===== config.mk =====
export PLATFORM = sky130hd
export DESIGN_NAME = dispense_monitor
export DESIGN_NICKNAME = d
export VERILOG_FILES = /design/src/rtl/dispense_pkg.sv /design/src/rtl/debounce_sync.sv /design/src/rtl/dispense_monitor.sv
export SDC_FILE = /design/constraint.sdc
export NUM_CORES = 1
export LEC_CHECK = 0
export BUFFER_PORTS_ARGS = -buffer_cell sky130_fd_sc_hd__clkbuf_2
export CAP_MARGIN = 25
export CORE_ASPECT_RATIO = 1.25
export CORE_MARGIN = 4
export CORE_UTILIZATION = 55
export CTS_BUF_LIST = sky130_fd_sc_hd__clkbuf_4
export DETAILED_ROUTE_END_ITERATION = 7
export GPL_TIMING_DRIVEN = 0
export PLACE_DENSITY = 0.75
export REMOVE_ABC_BUFFERS = 1
export SYNTH_ARGS = -nofsm -noshare
export SYNTH_HDL_FRONTEND = slang
export SYNTH_HIERARCHICAL = 1
export SYNTH_SLANG_ARGS = --single-unit
export TNS_END_PERCENT = 30

===== constraint.sdc =====
create_clock -name CLOCK_50 -period 2.3 [get_ports CLOCK_50]
set_clock_uncertainty 0.2 [all_clocks]
set_input_delay 0.115 -clock CLOCK_50 [delete_from_list [all_inputs] [get_ports CLOCK_50]]
set_output_delay 0.115 -clock CLOCK_50 [all_outputs]
set_load 0.01 [all_outputs]

===== src/rtl/dispense_pkg.sv =====
// dispense_pkg: shared state encoding, widths and default timing constants for the dispense monitor
package dispense_pkg;
   typedef enum logic [1:0] {IDLE, WAIT_PILL, DONE, MISSED} state_t;
   localparam int PILL_W = 3;
   localparam int DEBOUNCE_CYCLES_DEF = 250000;
   localparam int TIMEOUT_S_DEF = 30;
endpackage


===== src/rtl/debounce_sync.sv =====
// debounce_sync: 2-flop synchronizer, level debouncer and one-cycle rising-edge pulse for the beam sensor
module debounce_sync
   import dispense_pkg::*;
#(
   parameter int DEBOUNCE_CYCLES = DEBOUNCE_CYCLES_DEF
) (
   input  logic CLOCK_50,
   input  logic resetn,
   input  logic sensor_raw,
   output logic rise
);
   localparam int CW = $clog2(DEBOUNCE_CYCLES + 1);
   localparam logic [CW-1:0] CNT_LAST = CW'(DEBOUNCE_CYCLES - 1);
   logic [1:0] sync;
   logic [CW-1:0] cnt;
   logic level, level_q;
   // resynchronize the raw input, then adopt a new level only after it has differed for DEBOUNCE_CYCLES cycles in a row
   always_ff @(posedge CLOCK_50) begin
      if (!resetn) begin
         sync <= '0;
         cnt <= '0;
         level <= 1'b0;
         level_q <= 1'b0;
      end else begin
         sync <= {sync[0], sensor_raw};
         level_q <= level;
         if (sync[1] == level) cnt <= '0;
         else if (cnt == CNT_LAST) begin
            level <= sync[1];
            cnt <= '0;
         end else cnt <= cnt + 1'b1;
      end
   end
   assign rise = level & ~level_q;
endmodule


===== src/rtl/dispense_monitor.sv =====
// dispense_monitor: counts pills during a dispense window, flags timeouts and pills seen outside a dispense
module dispense_monitor
   import dispense_pkg::*;
#(
   parameter int DEBOUNCE_CYCLES = DEBOUNCE_CYCLES_DEF,
   parameter int TIMEOUT_S = TIMEOUT_S_DEF
) (
   input  logic              CLOCK_50,
   input  logic              resetn,
   input  logic              dispense_req,
   input  logic [PILL_W-1:0] expected_count,
   input  logic              tick_1hz,
   input  logic              sensor_raw,
   input  logic              ack,
   output logic              busy,
   output logic              done,
   output logic              missed,
   output logic              stray,
   output logic [PILL_W-1:0] pill_count
);
   localparam int SW = $clog2(TIMEOUT_S + 1);
   localparam logic [SW-1:0] SEC_LAST = SW'(TIMEOUT_S - 1);
   state_t state, nxt;
   logic [PILL_W-1:0] expected, count_inc;
   logic [SW-1:0] sec_cnt;
   logic pill, last_pill, timeout;

   debounce_sync #(.DEBOUNCE_CYCLES(DEBOUNCE_CYCLES)) u_debounce (
      .CLOCK_50  (CLOCK_50),
      .resetn    (resetn),
      .sensor_raw(sensor_raw),
      .rise      (pill)
   );

   assign count_inc = pill_count + 1'b1;
   assign last_pill = pill && count_inc == expected;
   assign timeout = tick_1hz && sec_cnt == SEC_LAST;
   assign busy = state == WAIT_PILL;
   assign done = state == DONE;

   // next state: the final pill beats a coincident timeout; DONE and MISSED last one cycle
   always_comb begin
      nxt = state;
      case (state)
         IDLE:      nxt = dispense_req ? (expected_count == '0 ? DONE : WAIT_PILL) : IDLE;
         WAIT_PILL: nxt = last_pill ? DONE : timeout ? MISSED : WAIT_PILL;
         default:   nxt = IDLE;
      endcase
   end

   // state, counters and sticky flags; a set condition wins over ack
   always_ff @(posedge CLOCK_50) begin
      if (!resetn) begin
         state <= IDLE;
         expected <= '0;
         pill_count <= '0;
         sec_cnt <= '0;
         missed <= 1'b0;
         stray <= 1'b0;
      end else begin
         state <= nxt;
         if (state == IDLE && dispense_req) begin
            expected <= expected_count;
            pill_count <= '0;
            sec_cnt <= '0;
         end else if (state == WAIT_PILL) begin
            if (pill) pill_count <= (pill_count == '1) ? pill_count : count_inc;
            if (tick_1hz) sec_cnt <= sec_cnt + 1'b1;
         end
         missed <= (nxt == MISSED) | (missed & ~ack);
         stray <= (pill & (state != WAIT_PILL)) | (stray & ~ack);
      end
   end
endmodule


==> flow_summary.yaml <==
critical_path:
  endpoint_kind: "register"
  cp.arrival_ps: 2160
  path_cells: "nor4b_1 -> nand3_1 -> o31ai_4 -> nor2_1"
  max_stage_delay_ps: 630
  crit_type: "register to register"
  r2r-start: "u_debounce/cnt[10]$_SDFF_PP0_"
  critPathTopFamily: "simple AND/OR/NAND/NOR gates"
  worstRegToRegCells: 4
  worst_ep_required_time_ps: 2310
  critPathLaunchType: "register"
  worstSetupStartpoint: "u_debounce/cnt[10]$_SDFF_PP0_"
  crit_buf_inv: 0
  crit_path_max_fanout: 18
  crit_slowest_cell: "o31ai_4"
  cp.depth: 4
clocking:
  cts_tree: "yes"
  insertion_delay_ps: 350
  cts.sinks: 37
  cts_buffers: 5
  clockBufferDepth: 2
  path_clk_slew_ps: 110
  root_buffer: "clkbuf_4"
  postCtsResizedCells: 0
  htree_levels: 2
sta:
  hold-worst-slack_ps: 250
  slew_viol_final: 0
  grt_setup_unrepaired: "false"
  hold_viol: 0
  finalSetupViolations: 0
  fmax_mhz: 465
  tightestPinTransition_ps: 722
  finalSetupTns_ps: 0
  layout_min_cycle_time_ps: 2150
  slew_headroom_pct: 51.9
  fin_crit_sh_pct: 93.4
  layout_setup_ws_ps: 151
detailed_routing:
  ant_nets: 0
  drc: 0
  dr.pass1.iters: 4
  vias: 1340
  totalWireLength_mm: 3.23
  wl_per_cell_um: 13.0
  vias_per_cell: 5.38
  drtIter0Drc: 37
global_route:
  antenna_found_initial: 0
  grt_pass1_vias: 1364
  grt_max_degree: 19
  grt_pass1_wl_mm: 5.57
  track_usage_pct: 17.4
  grt-ovfl-total: 0
layout:
  areaGrowthSynthToFinish_pct: 17.4
  n_fill_cell: 232
  fin_util_pct: 67.4
  nets: 226
  diodes: 0
  drive_above_1_share_pct: 16.4
synthesis:
  synthXorXnorAreaFrac_pct: 12.4
  syn_inst: 179
  synth_fa_ha_area_share_pct: 3.70
  synth_compound_area_share_pct: 6.29
  synth_ff_type: "dfxtp_1"
  async_flop_share_pct: 0
  yosys_warnings: 6
  syn-cell-area_um2: 1690
  ys_seq_elements: 37
  synth_top_family_by_area: "simple AND/OR/NAND/NOR gates"
  ys_types: 37
  synth-simple-area-share_pct: 29.8
  seq_area_frac_synth_pct: 43.8
  synth.avg_cell_area_um2: 9.44
  synth.mux.area_fraction_pct: 1.78
  synth-edff-count: 0
place:
  gp_congestion: 0.849
  place_ws_ps: 138
  hpwl_mm: 2.31
  numPortBuffers: 15
floorplanning:
  die-height_um: 70.0
  fp.coreArea_um2: 2950
  io_pins: 16
  die_area_um2: 4030
  die_x_um: 57.6
  row_count: 22
  start_util_pct: 57.4
flow_run:
  maxCapViolCount: 0
hold_path:
  worstHoldStart: "u_debounce/sync[0]$_SDFF_PN0_"
  holdCritPathClass: "register to register"
  min_path_cells: 1
pwr:
  powerDensity_nw_per_um2: 541
  leakage_nw: 0.722
  finalPower_mw: 1.07
  peakVddDrop_mv: 0.393
status:
  status: "finished clean"
per-layer routing:
| metal | vias up | part of all wire [%] | GRT usage (%) |
|---|---|---|---|
| met5 | - | 0 | 0 |
| met4 | 0 | 3.6 | 10.6 |
| met3 | 12 | 4.4 | 3.33 |
| met2 | 27 | 52 | 30.7 |
| met1 | 620 | 40 | 18.4 |
| li1 | 681 | - | - |
flip-flops by register name, summed over array words and instances (netlist names):
signal	cells
expected	3
u_debounce/sync	2
state	2
u_debounce/level_q	1
u_debounce/cnt	18
missed	1
u_debounce/level	1
pill_count	3
stray	1
sec_cnt	5
report_power, final:
group	switching [mW]	total (mW)	internal [mW]
Clock	0.223	0.338	0.115
Sequential	0.00895	0.659	0.650
Combinational	0.0378	0.0757	0.0379
path summary, 6_finish.rpt:
check	to	slack (ps)
setup / recovery	u_debounce/cnt[9]$_SDFF_PP0_	150
hold / removal	u_debounce/sync[1]$_SDFF_PN0_	250
setup reg to reg	u_debounce/cnt[9]$_SDFF_PP0_	150
hold reg to reg	u_debounce/sync[1]$_SDFF_PN0_	250
repair_timing:
action / 4_1_cts / 5_1_grt
setup buffers: 0 / 0
hold endpoints to repair: 14 / 0
setup endpoints to repair: 0 / 15
hold buffers: 13 / 0
cells by family after synthesis:
family,Yosys count
DFF,37
xor gates and xnor gates,24
and+or+nand+nor,89
adders and majority gates,5
buffers and inverters,9
muxes,3
AOI/OAI and AO/OA,12
cell type report:
class / instances / area [um2] / area share, %
well taps: 36 / 45.0 / 2.27
multi-input cells: 133 / 912 / 46.0
clock buffers: 5 / 37.5 / 1.89
inverters: 7 / 26.3 / 1.32
flip-flops and latches: 37 / 741 / 37.3
clock inverters: 3 / 17.5 / 0.883
repair buffers: 28 / 205 / 10.3
synth_stat cells (all sizes together) (2+ instances only):
master	instances	share of area [%]
dfxtp	37	44
nor2	27	6.0
xnor2	17	8.8
nand2	15	3.8
nand3	9	2.7
inv	7	1.6
nand4	7	3.8
xor2	7	3.6
nor3	6	1.8
nor4	6	2.2
and2	5	1.9
ha	5	3.7
nor2b	4	1.5
a21boi	3	1.3
a21oi	3	0.89
mux2i	3	1.8
nor3b	2	1.9
nor4b	2	1.0
o31ai	2	1.7
metrics by stage:
| stage | std cells | area, um2 |
|---|---|---|
| final | 249 | 1980 |
| after floorplan | 177 | 1680 |
| after CTS | 249 | 1980 |
| after global routing | 249 | 1980 |
| after global placement | 228 | 1800 |
| after detailed placement | 228 | 1800 |
cells in the final DEF, fill, tap and decap left out, drive strengths merged, types with 3 or more instances in the layout:
master        n
mux2i         3
xnor2        17
a21oi         3
clkbuf       20
inv           7
xor2          7
dfxtp        37
nor4          6
nor2         27
nand3         9
ha            5
nand2        15
dlygate4sd3  13
nor3          6
a21boi        3
nor2b         4
nand4         7
and2          5
Note: power is estimated with default switching activity, not from simulation.
